==> config.mk <==
export PLATFORM = sky130hd
export DESIGN_NAME = armleocpu_loadunit
export DESIGN_NICKNAME = d
export VERILOG_FILES = /design/src/rtl/armleocpu_loadunit.sv
export SDC_FILE = /design/constraint.sdc
export NUM_CORES = 1
export LEC_CHECK = 0
export CAP_MARGIN = 20
export CORE_UTILIZATION = 45
export CTS_CLUSTER_SIZE = 40
export DETAILED_ROUTE_END_ITERATION = 8
export GPL_TIMING_DRIVEN = 0
export PLACE_DENSITY = 0.78
export SLEW_MARGIN = 5
export SYNTH_ARGS = -nofsm -noshare
export SYNTH_HDL_FRONTEND = slang
export SYNTH_SLANG_ARGS = --single-unit
==> constraint.sdc <==
create_clock -name clk -period 2.3 [get_ports clk]
set_input_delay 0.345 -clock clk [delete_from_list [all_inputs] [get_ports clk]]
set_output_delay 0.345 -clock clk [all_outputs]
set_load 0.03 [all_outputs]
==> src/rtl/armleocpu_loadunit.sv <==
// Load unit: takes one load from execute, does a single aligned 32-bit bus read,
// extracts and extends the addressed byte/halfword/word and returns it to writeback.
module armleocpu_loadunit #(
  parameter int TIMEOUT = 255
) (
  input  logic        clk,
  input  logic        rst_n,

  input  logic        req_valid,
  output logic        req_ready,
  input  logic [31:0] req_addr,
  input  logic [2:0]  req_type,

  output logic        mem_valid,
  input  logic        mem_ready,
  output logic [31:0] mem_addr,
  input  logic        mem_rvalid,
  input  logic [31:0] mem_rdata,
  input  logic        mem_rerror,

  output logic        resp_valid,
  input  logic        resp_ready,
  output logic [31:0] resp_data,
  output logic        resp_missaligned,
  output logic        resp_accessfault
);

  localparam logic [2:0] LD_B  = 3'b000;
  localparam logic [2:0] LD_H  = 3'b001;
  localparam logic [2:0] LD_W  = 3'b010;
  localparam logic [2:0] LD_BU = 3'b100;
  localparam logic [2:0] LD_HU = 3'b101;

  localparam logic [7:0] TO_LAST = 8'(TIMEOUT - 1);

  typedef enum logic [1:0] {IDLE, ISSUE, WAIT, RESP} state_t;

  state_t      state, state_nxt;
  logic [1:0]  ld_off;
  logic [2:0]  ld_type;
  logic [7:0]  to_cnt;
  logic        req_bad;
  logic        timeout_hit;
  logic        req_fire;
  logic        addr_fire;
  logic        resp_fire;

  function automatic logic type_illegal(input logic [2:0] t);
    return !(t == LD_B || t == LD_H || t == LD_W || t == LD_BU || t == LD_HU);
  endfunction

  function automatic logic addr_misaligned(input logic [2:0] t, input logic [1:0] off);
    logic bad;
    bad = 1'b0;
    if (t == LD_W && off != 2'b00)
      bad = 1'b1;
    if ((t == LD_H || t == LD_HU) && off[0])
      bad = 1'b1;
    return bad;
  endfunction

  // Lane select by shifting the word down, then extend from the requested width.
  function automatic logic [31:0] extract(input logic [31:0] rdata, input logic [1:0] off,
                                          input logic [2:0] t);
    logic [4:0]         sh_amt;
    logic [31:0]        sh;
    logic signed [7:0]  b8;
    logic signed [15:0] h16;
    logic [31:0]        res;
    sh_amt = {off, 3'b000};
    sh     = rdata >> sh_amt;
    b8     = sh[7:0];
    h16    = sh[15:0];
    case (t)
      LD_B:    res = {{24{b8[7]}}, b8};
      LD_BU:   res = {24'h0, sh[7:0]};
      LD_H:    res = {{16{h16[15]}}, h16};
      LD_HU:   res = {16'h0, sh[15:0]};
      default: res = sh;
    endcase
    return res;
  endfunction

  assign req_bad     = type_illegal(req_type) || addr_misaligned(req_type, req_addr[1:0]);
  assign timeout_hit = (to_cnt == TO_LAST) && !mem_rvalid;
  assign req_fire    = (state == IDLE)  && req_valid;
  assign addr_fire   = (state == ISSUE) && mem_ready;
  assign resp_fire   = (state == RESP)  && resp_ready;

  always_ff @(posedge clk or negedge rst_n) begin
    if (!rst_n)
      state <= IDLE;
    else
      state <= state_nxt;
  end

  always_comb begin
    state_nxt  = state;
    req_ready  = 1'b0;
    mem_valid  = 1'b0;
    resp_valid = 1'b0;
    case (state)
      IDLE: begin
        req_ready = 1'b1;
        if (req_valid)
          state_nxt = req_bad ? RESP : ISSUE;
      end
      ISSUE: begin
        mem_valid = 1'b1;
        if (mem_ready)
          state_nxt = WAIT;
      end
      WAIT: begin
        if (mem_rvalid || timeout_hit)
          state_nxt = RESP;
      end
      RESP: begin
        resp_valid = 1'b1;
        if (resp_ready)
          state_nxt = IDLE;
      end
      default: state_nxt = IDLE;
    endcase
  end

  always_ff @(posedge clk or negedge rst_n) begin
    if (!rst_n) begin
      ld_off           <= 2'b00;
      ld_type          <= 3'b000;
      mem_addr         <= 32'h0;
      to_cnt           <= 8'h0;
      resp_data        <= 32'h0;
      resp_missaligned <= 1'b0;
      resp_accessfault <= 1'b0;
    end else begin
      if (req_fire) begin
        ld_off   <= req_addr[1:0];
        ld_type  <= req_type;
        mem_addr <= {req_addr[31:2], 2'b00};
        if (req_bad) begin
          resp_data        <= 32'h0;
          resp_missaligned <= 1'b1;
          resp_accessfault <= 1'b0;
        end
      end

      if (addr_fire)
        to_cnt <= 8'h0;
      else if (state == WAIT && !mem_rvalid && !timeout_hit)
        to_cnt <= to_cnt + 8'h1;

      // Bus error and timeout both report as an access fault with zero data.
      if (state == WAIT) begin
        if (mem_rvalid && !mem_rerror) begin
          resp_data        <= extract(mem_rdata, ld_off, ld_type);
          resp_missaligned <= 1'b0;
          resp_accessfault <= 1'b0;
        end else if (mem_rvalid || timeout_hit) begin
          resp_data        <= 32'h0;
          resp_missaligned <= 1'b0;
          resp_accessfault <= 1'b1;
        end
      end

      if (resp_fire) begin
        resp_missaligned <= 1'b0;
        resp_accessfault <= 1'b0;
      end
    end
  end

endmodule

# Yosys cells after proc, flatten, opt, wreduce, memory -nomap -nowiden
# Index checks and enable logic that the tools add are counted.
# word_totals
input_bits,74
reg_bits,79
out_inout_bits,69
wordCells,82
# classes
reduce_logical,26
add_sub_neg,1
n_mux,31
n_eq_ne,15
shift,1
# op_table
operator,n
$mux W32,5
$pmux W32 S4,1
$shr A32 B5 Y32,1
$mux W1,17
$mux W8,2
$eq A3 B3 Y1 const B,4
$mux W2,5
$logic_and A1 B1 Y1,9
$add A8 B1 Y8 const B,1
$eq A8 B8 Y1 const B,1
$ne A2 B2 Y1 const B,4
$pmux W2 S4,1
$logic_or A1 B1 Y1,7
$eq A3 B1 Y1 const B,2
$logic_not A3 Y1,2
$eq A2 B2 Y1 const B,2
$logic_not A1 Y1,4
$reduce_and A4 Y1,1
$reduce_bool A2 Y1,2
$eq A3 B2 Y1 const B,1
$eq A2 B1 Y1 const B,1
$logic_not A2 Y1,1

# Longest topological paths before layout
# depth
ltp_word,13
ltp_mapped,7
mapped_depth_nobuf,6

# Least setup slack after synthesis
# Ideal clock, no wire load.
# synth_path
path_kind,register -> register
startpoint,register state[0]
endpoint,register resp_data[16]
period_less_slack_ns,2.086
path_stages_with_launch,8
arrival_time_ns,1.965
slack_ns,0.214
path_buffers,1
required_time_ns,2.179
setup_ns,0.121
path_cell_list,dfrtp_1 inv_1 ha_1 nand2_1 nor3_1 a21oi_2 buf_2 a22o_1
# synth_between
elab_chain_len,6
elab_cells_between_ends,7
classes_between,eq/ne (1); mux (4); reduce/logical (2)
# synth_lines
item,line_no,rtl
"start, declared",38,"state_t state, state_nxt;"
"start signal, assigned",94,state <= state_nxt;
$logic_not A2 Y1,86,assign req_fire = (state == IDLE) && req_valid;
$logic_and A1 B1 Y1,86,
$mux W32,136,if (req_fire) begin
$mux W32,158,end else if (mem_rvalid || timeout_hit) begin
$mux W32,154,if (mem_rvalid && !mem_rerror) begin
$mux W32 (*),153,if (state == WAIT) begin
"end signal, assigned",155,"resp_data <= extract(mem_rdata, ld_off, ld_type);"
"end, declared",23,"output logic [31:0] resp_data,"
# Mark *: on every way between the ends. The rest lies on a longest branch, timed or not.
# A chain may end at the register's enable or synchronous reset.

# Worst setup path in the final report
# layout_path
startpoint,register state[1]
endpoint,output req_ready
# layout_between
elab_chain_len,2
# layout_lines
item,line_no,rtl
$logic_not A2 Y1,102,case (state)
$mux W1,102,
"end, declared",10,"output logic req_ready,"
# No other way between the ends.

==> flow_metrics.py <==
metrics = {
    "critical_path": {
        "cpMaxStageDelayCell": "clkdlybuf4s50_1",
        "cp-start-kind": "flop",
        "critical_path_arrival_ns": 1.85,
        "path_max_fanout": 5,
        "cp.depth": 3,
        "rr_worst_depth": 7,
        "required_ns": 1.96,
        "crit_family": "buffers and inverters",
        "slowest_delay_ns": 0.71,
        "critPathBufInv": 2,
        "crit_chain": "inv_1 > ha_1 > clkdlybuf4s50_1",
        "crit_path_end_kind": "output pin",
        "criticalPathCategory": "flop to output pin",
    },
    "sta": {
        "period_share": 0.953,
        "hold_viol_final": 0,
        "rsz0062_at_grt": "no",
        "slew_viol_final": 0,
        "tightest_slew_ns": 0.558,
        "clock_skew_ns": 0.0130,
        "slew_headroom": 0.628,
        "setup_viol": 0,
        "fin_crit_ns": 2.19,
        "fmax_mhz": 456,
    },
    "power_and_ir_drop": {
        "total_power_w": 0.00815,
        "p_leak_nw": 2.40,
        "ir_drop_mv": 0.807,
        "power.density_nw_per_um2": 1440,
    },
    "clock_tree": {
        "cts.sinks": 79,
        "post-cts-setup-buffers": 0,
        "clockBufferDepth": 2,
        "cts_tree": "yes",
        "clk_pin_slew_worst_paths_ns": 0.09,
        "clock-root-buffer": "clkbuf_8",
        "cts-buffers-inserted": 9,
        "h-tree-depth": 3,
        "clk_latency_ns": 0.37,
    },
    "global_route": {
        "grt_pass1_wl_um": 16200,
        "grt.overflow.total": 0,
        "grtUsageTotal": 0.239,
        "antenna_found_initial": 0,
        "grt_max_degree": 45,
        "grt_pass1_vias": 3278,
    },
    "synth": {
        "syn-cell-area_sq_um": 3890,
        "ys_types": 46,
        "synth_area_per_cell_sq_um": 11.9,
        "ys_seq_elements": 79,
        "ys_seq_area_frac": 0.508,
        "yosysWarnings": 0,
        "synth-edff-count": 0,
        "synth_cells": 328,
        "synth_flop_cell": "dfrtp_1",
        "async_flop_share": 1.00,
    },
    "min_path": {
        "hold_class": "primary input to asynchronous set/reset pin",
    },
    "finish": {
        "fillers": 626,
        "utilization": 0.682,
        "syn_to_final_growth_pct": 45.5,
        "final_cell_count_no_fill": 592,
        "num_antenna_cells": 0,
        "multi_input_area_sq_um": 1780,
        "seq_area_sq_um": 1980,
        "layout_common_cells": "clkdlybuf4s50_1, dfrtp_1, mux2_2, nand2_1",
        "drive_gt1_frac": 0.160,
        "final_common_cell": "clkdlybuf4s50_1",
        "finalNetCount": 562,
    },
    "route": {
        "ant_nets": 0,
        "dr.pass1.iters": 4,
        "viasPerCell": 5.42,
        "wirelength_um": 10400,
        "vias": 3208,
        "post_drt_wl_per_cell_um": 17.5,
        "drtIter0Drc": 191,
        "drc": 0,
    },
    "floorplanning": {
        "dieWidth_um": 95.0,
        "start_util": 0.469,
        "die_area_sq_um": 9030,
        "die_h_um": 95.0,
        "rows": 33,
        "core_sq_um": 8300,
        "top_level_ports": 143,
    },
    "job": {
        "max_cap_violations": 0,
    },
    "placement": {
        "post-dp-hpwl_um": 7850,
        "io_buffers": 140,
        "finalWeightedCongestion": 0.896,
        "dp_cells": 575,
    },
    "outcome": {
        "outcome": "completed",
    },
}
[kinds of logic (layout without fill, tap and decap cells)]
kind of cell    Yosys count  in the layout  share of synthesized area
compound gates           85             85                      0.170
xor+xnor                  6              6                     0.0135
fa+ha+maj                 6              6                     0.0193
buf+inv                  29            187                     0.0366
flops                    79             79                      0.508
mux                      56             56                      0.162
other cells               1              2                   0.000963
simple gates             66             66                     0.0897
[flip-flops by register name, indices dropped and copies added, names as in the netlist]
name	cells
ld_off	2
ld_type	3
mem_addr	30
resp_accessfault	1
resp_data	32
resp_missaligned	1
state	2
to_cnt	8
[synthesized netlist by cell type (2+ instances only)]
cell / instances / area (sq um)
o211ai_1: 2 / 15.0
mux4_2: 2 / 45.0
a211o_1: 7 / 61.3
mux2i_1: 17 / 170
a21oi_1: 11 / 55.1
dfrtp_1: 79 / 1980
ha_1: 6 / 75.1
nor2_1: 10 / 37.5
o21ai_0: 9 / 45.0
nand4_1: 2 / 12.5
o22ai_1: 8 / 50.1
nand2b_1: 5 / 31.3
o2bb2ai_1: 15 / 131
o21ai_1: 2 / 10.0
mux2_2: 37 / 417
a22o_1: 17 / 149
inv_1: 5 / 18.8
buf_2: 9 / 45.0
a32o_1: 7 / 70.1
buf_4: 4 / 30.0
buf_1: 3 / 11.3
nand2_1: 24 / 90.1
nor3b_2: 2 / 25.0
or2_2: 3 / 18.8
xnor2_1: 2 / 17.5
xor2_1: 4 / 35.0
clkbuf_1: 7 / 26.3
nor2b_1: 11 / 68.8
[per-layer routing]
metal,share of wire,GRT usage,up-vias
met2,0.47,0.379,129
met4,0.015,0.0821,0
met5,0,0,-
met3,0.10,0.108,13
li1,-,-,1514
met1,0.41,0.288,1552
[timing repair]
item                                    in CTS  in global routing
endpoints found under the setup margin       0                  3
hold endpoints to repair                    35                  0
resized for setup                            0                  1
hold buffers                                 1                  0
[through the flow]
stage | cell area [sq um] | worst slack, ns | hold WS (ns) | setup TNS [ns]
5_1_grt | 5660 | 0.0559 | 0.513 | 0
2_1_floorplan | 3900 | 0.214 | 0.0494 | 0
3_3_place_gp | 5430 | -1.89 | 0.478 | -148.56
4_1_cts | 5660 | 0.103 | 0.475 | 0
3_5_place_dp | 5450 | 0.0386 | 0.335 | 0
6_report | 5660 | 0.107 | 0.470 | 0
[power breakdown]
| group | leakage (nW) | internal, W | switching, W |
|---|---|---|---|
| combinational | 1.30 | 0.00213 | 0.00258 |
| clock | 0.0933 | 0.000507 | 0.000535 |
| sequential | 1.01 | 0.00200 | 0.000393 |
[path summary, 6_finish.rpt]
kind | start | end | slack, ns
hold / removal | rst_n | mem_addr[18] | 0.47
hold reg to reg | resp_data[15] | resp_data[15] | 0.50
setup reg to reg | state[1] | resp_data[30] | 0.20
setup / recovery | state[1] | req_ready | 0.11
max in group asynchronous | rst_n | to_cnt[2] | 1.24
min in group clk | resp_data[15] | resp_data[15] | 0.50
[cell type report]
cell class              count  area share
multi-input cells         221       0.315
well taps                 105      0.0232
repair buffers            142       0.254
clock inverters             6      0.0119
flip-flops and latches     79       0.349
plain buffers              24      0.0219
inverters                   5     0.00331
clock buffers              10      0.0225
Note: power is estimated with default switching activity, not from simulation.
